[src/rtl/store_align_unit.sv]
// Store alignment unit: places rs2 data into the byte lanes of a 32-bit write port,
// splitting stores that cross a word boundary into two write beats.
module store_align_unit #(
    parameter int ADDR_WIDTH = 32
) (
    input  logic                  clk,
    input  logic                  reset,
    input  logic                  req_valid,
    output logic                  req_ready,
    input  logic [ADDR_WIDTH-1:0] req_addr,
    input  logic [31:0]           req_data,
    input  logic [2:0]            req_funct3,
    output logic                  mem_wvalid,
    input  logic                  mem_wready,
    output logic [ADDR_WIDTH-1:0] mem_waddr,
    output logic [31:0]           mem_wdata,
    output logic [3:0]            mem_wstrb,
    output logic                  done,
    output logic                  err,
    output logic                  split
);

    typedef enum logic [1:0] {
        IDLE  = 2'd0,
        BEAT0 = 2'd1,
        BEAT1 = 2'd2,
        RESP  = 2'd3
    } state_t;

    state_t state, state_next;

    logic                  accept;
    logic                  legal;
    logic [3:0]            base_strb;
    logic [31:0]           masked_data;
    logic [63:0]           data_wide;
    logic [7:0]            strb_wide;
    logic                  needs_split;
    logic [ADDR_WIDTH-1:0] addr_beat0;
    logic [ADDR_WIDTH-1:0] addr_beat1;

    logic [ADDR_WIDTH-1:0] b1_addr;
    logic [31:0]           b1_data;
    logic [3:0]            b1_strb;
    logic                  err_q;

    assign accept = req_valid && (state == IDLE);

    // Size decode and lane shift of the incoming request.
    always_comb begin
        legal       = 1'b1;
        base_strb   = 4'b0000;
        masked_data = 32'h0;
        case (req_funct3)
            3'b000: begin
                base_strb   = 4'b0001;
                masked_data = {24'h0, req_data[7:0]};
            end
            3'b001: begin
                base_strb   = 4'b0011;
                masked_data = {16'h0, req_data[15:0]};
            end
            3'b010: begin
                base_strb   = 4'b1111;
                masked_data = req_data;
            end
            default: legal = 1'b0;
        endcase
        data_wide   = {32'h0, masked_data} << {req_addr[1:0], 3'b000};
        strb_wide   = {4'h0, base_strb} << req_addr[1:0];
        needs_split = legal && (strb_wide[7:4] != 4'b0000);
        addr_beat0  = {req_addr[ADDR_WIDTH-1:2], 2'b00};
        addr_beat1  = addr_beat0 + ADDR_WIDTH'(4);
    end

    always_comb begin
        state_next = state;
        case (state)
            IDLE:  if (accept) state_next = legal ? BEAT0 : RESP;
            BEAT0: if (mem_wready) state_next = split ? BEAT1 : RESP;
            BEAT1: if (mem_wready) state_next = RESP;
            RESP:  state_next = IDLE;
            default: state_next = IDLE;
        endcase
    end

    // Payload registers: beat-0 fields load at acceptance, beat-1 fields on the beat-0 handshake.
    always_ff @(posedge clk) begin
        if (reset) begin
            state     <= IDLE;
            mem_waddr <= '0;
            mem_wdata <= 32'h0;
            mem_wstrb <= 4'h0;
            b1_addr   <= '0;
            b1_data   <= 32'h0;
            b1_strb   <= 4'h0;
            err_q     <= 1'b0;
            split     <= 1'b0;
        end else begin
            state <= state_next;
            case (state)
                IDLE: begin
                    split <= 1'b0;
                    if (accept) begin
                        err_q <= !legal;
                        split <= needs_split;
                        if (legal) begin
                            mem_waddr <= addr_beat0;
                            mem_wdata <= data_wide[31:0];
                            mem_wstrb <= strb_wide[3:0];
                            b1_addr   <= addr_beat1;
                            b1_data   <= data_wide[63:32];
                            b1_strb   <= strb_wide[7:4];
                        end
                    end
                end
                BEAT0: begin
                    if (mem_wready && split) begin
                        mem_waddr <= b1_addr;
                        mem_wdata <= b1_data;
                        mem_wstrb <= b1_strb;
                    end
                end
                RESP: begin
                    split <= 1'b0;
                    err_q <= 1'b0;
                end
                default: ;
            endcase
        end
    end

    assign req_ready  = (state == IDLE);
    assign mem_wvalid = (state == BEAT0) || (state == BEAT1);
    assign done       = (state == RESP);
    assign err        = (state == RESP) && err_q;

endmodule

[config.mk]
export PLATFORM = sky130hd
export DESIGN_NAME = store_align_unit
export DESIGN_NICKNAME = d
export VERILOG_FILES = /design/src/rtl/store_align_unit.sv
export SDC_FILE = /design/constraint.sdc
export NUM_CORES = 1
export LEC_CHECK = 0
export CAP_MARGIN = 25
export CORE_ASPECT_RATIO = 2
export CORE_MARGIN = 2
export CORE_UTILIZATION = 51
export CTS_BUF_LIST = sky130_fd_sc_hd__clkbuf_16
export DETAILED_ROUTE_END_ITERATION = 6
export PLACE_DENSITY = 0.83
export SLEW_MARGIN = 10
export SYNTH_ARGS = -nofsm -noshare
export SYNTH_HDL_FRONTEND = slang
export SYNTH_SLANG_ARGS = --single-unit
[constraint.sdc]
create_clock -name clk -period 2.55 [get_ports clk]
set_input_delay 0.255 -clock clk [delete_from_list [all_inputs] [get_ports clk]]
set_output_delay 0.255 -clock clk [all_outputs]
set_load 0.02 [all_outputs]
==> metrics.md <==
| Metric | Value |
|---|---|
| Synth warnings | 0 |
| Pwr dens | 1210 nW/um2 |
| Hold Path Class | in -> reg |
| Seq cells post-synth | 127 |
| MaxCap Viol Count | 0 |
| Final Max Tran Viols | 0 |
| Antenna violations before repair | 0 |
| Register area share after synthesis | 40.6% |
| Layout cells sized above 1 | 11.7% |
| Startpoint types | flip-flop |
| Leakage | 2.96 nW |
| Syn avg cell area | 8.81 um2 |
| Post-synth EDFFs | 0 |
| Pre-Repair DR Iteration Count | 7 |
| Critical-path top delay cell | clkdlybuf4s50_1 |
| H-tree levels | 4 |
| Fin nets | 917 |
| Synth area leader | dfxtp_1 |
| DRT iter0 DRCs | 337 |
| Total global routing overflow | 0 |
| Diodes inserted | 0 |
| DP Wirelength | 13,900 um |
| Routed wire length | 19,000 um |
| Measured slew at the worst slew-check pin | 606 ps |
| TNS Setup | 0 ps |
| Status | complete, but fails checks |
| Root buffer cell | clkbuf_16 |
| TritonCTS clock tree | done |
| IO Pins | 144 |
| Slew headroom | 59.4% |
| Gate count of the mapped netlist | 711 |
| Metal-1 WL | 6520 um |
| Max Used Layer | met4 |
| R2R setup slack | 340 ps |
| Worst clock skew | 7.55 ps |
| Initial Util | 52.0% |
| Port bufs | 141 |
| Critical path fanouts, max | 11 |
| Reg2reg start | state[1] |
| Buffers & Inverters on Critical Path | 2 |
| R2R depth | 6 |
| GPL Wtd Cong | 0.927 |
| Post-synthesis cell area | 6270 um2 |
| Hold Buf Count CTS | 0 |
| Core ar. | 12,100 um2 |
| Violated checks | DRC |
| Synth top area cells | dfxtp_1 (41%), nor2_1 (9.2%), a211oi_1 (8.1%) |
| Num CTS Buffers | 17 |
| Setup slack at placement | 278 ps |
| Hold Slack | 277 ps |
| First-pass GRT wire length | 29,600 um |
| Dominant synthesized flop cell | dfxtp_1 |
| Rows | 57 |
| Most common cell in the netlist | nor2_1 |
| CP required | 2300 ps |
| Routed Antenna Nets | 0 |
| Fraction of registers with async set/reset | 0% |
| Max VDD drop | 0.000829 V |
| Die Y | 161 um |
| Cell variety after synth | 56 |
| Die area | 13,200 um2 |
| RSZ-0062 raised after global routing | false |
| DR WL/cell | 19.0 um |
| Latest clock arrival within the worst-skew pair | 420 ps |
| Final cycle utilization of the critical path | 87.2% |
| Largest net degree at the start of global routing | 74 |
| Final setup vio count | 0 |
| Synth cell count leaders | nor2_1 (153), dfxtp_1 (127), a211oi_1 (68) |
| Routed met3 length | 1160 um |
| Total number of vias | 6,136 |
| Fin crit period | 2220 ps |
| Cell family with most CP delay | buffers and inverters |
| Critical Path AT | 1970 ps |
| Critical path's largest stage delay | 680 ps |
| CTS resizes | 0 |
| Min-delay src | reset |
| Area growth syn-to-layout | 34.7% |
| Hold Path End | mem_wdata[26] |
| Util after Layout | 70.0% |
| Crit end category | output pin |
| Die W | 82.4 um |
| All-layer global routing usage | 29.3% |
| Sink Count | 127 |
| # DRC | 10 |
| Clock tree buffer depth | 2 |
| Metal2 WL | 10,300 um |
| Setup crit start | state[0] |
| Synth top area share | 40.6% |
| Worst Hold Path Cells | 2 |
| Fmax | 0.450 GHz |
| Vias per std cell | 6.13 |
| Clock slew at reported path FFs | 60 ps |
| Crit Path Category | reg -> out |
| Hold Vio Cnt, Final | 0 |
| Vias in the first global route | 6,125 |
| Post-CTS Setup Bufs | 0 |
| Critical Path, Cell by Cell | inv_1 > ha_1 > clkdlybuf4s50_1 |
| Final worst setup slack | 326 ps |
| Reg2Reg Capture Point | mem_wdata[23] |
## worst register-to-register path, stage by stage (launching register included)
cell and delay, ps:
dfxtp_1 420, inv_1 110, ha_2 290, buf_4 270
nor3_2 570, a222oi_1 190, a211oi_1 270
## cells in the final DEF, fill, tap and decap left out, types with 9 or more instances in the layout
cell             Yosys  routed
mux2i_1             38      38
a21oi_1             17      17
nand2_1             18      18
dfxtp_1            127     127
nor4_1               9       9
clkdlybuf4s50_1      0     140
nand3_1             14      14
nor2_1             153     153
buf_4                6      26
a211oi_2            11      10
xor2_1              22      22
a211oi_1            68      68
nor3_1              29      29
a221oi_1            16      16
clkbuf_16            0      17
a22oi_1             28      28
## cell families (layout without fill, tap and decap cells)
family                   Yosys count  after routing  synth area share [%]
AND/OR/NAND/NOR                  265            265                  20.1
AO/OA/AOI/OAI                    175            175                  21.5
flip-flops                       127            127                  40.6
other                              1              2                0.0598
buffers and inverters             64            206                  5.33
multiplexers                      46             46                  7.51
adder cells (fa/ha/maj)            5              5                 0.998
XOR/XNOR                          28             28                  3.91
## report_power, final
part	switching, mW	leakage (nW)	internal (mW)
clock	0.968	0.294	1.55
sequential	0.315	1.04	2.57
combinational	2.80	1.63	2.04
## metal layers
layer	GRT usage, %	up-vias
li1	-	2873
met3	5.90	75
met5	0	-
met2	52.8	310
met4	18.0	0
met1	29.1	2878
## worst max-delay path by stage
stage | endpoint | slack [ps] | depth (start not counted)
floorplan | mem_wdata[10] | 600 | 9
global placement | b1_addr[26] | 350 | 8
detailed placement | mem_wdata[23] | 280 | 7
CTS | req_ready | 330 | 3
global route | mem_wdata[23] | 180 | 6
finish | req_ready | 330 | 3
## registers in the layout, summed over array words and instances (netlist names)
signal	count
b1_addr	30
mem_wstrb	4
b1_data	24
state	2
b1_strb	3
err_q	1
mem_wdata	32
mem_waddr	30
split	1
## per-stage QoR
stage	cell area, um2	cells	power, mW
2_1_floorplan	6270	712	5.83
3_3_place_gp	7830	969	7.58
3_5_place_dp	7830	969	7.74
4_1_cts	8440	1001	10.3
5_1_grt	8440	1001	10.8
6_report	8440	1001	10.2
## final cells by class
cell class              instances  area (um2)
well taps                     147         184
repair buffers                170        1680
inverters                       4        15.0
multi-input cells             521        3410
clock inverters                15         185
fillers                       965        3610
clock buffers                  17         425
flip-flops and latches        127        2540
(Power assumes the default switching activity.)
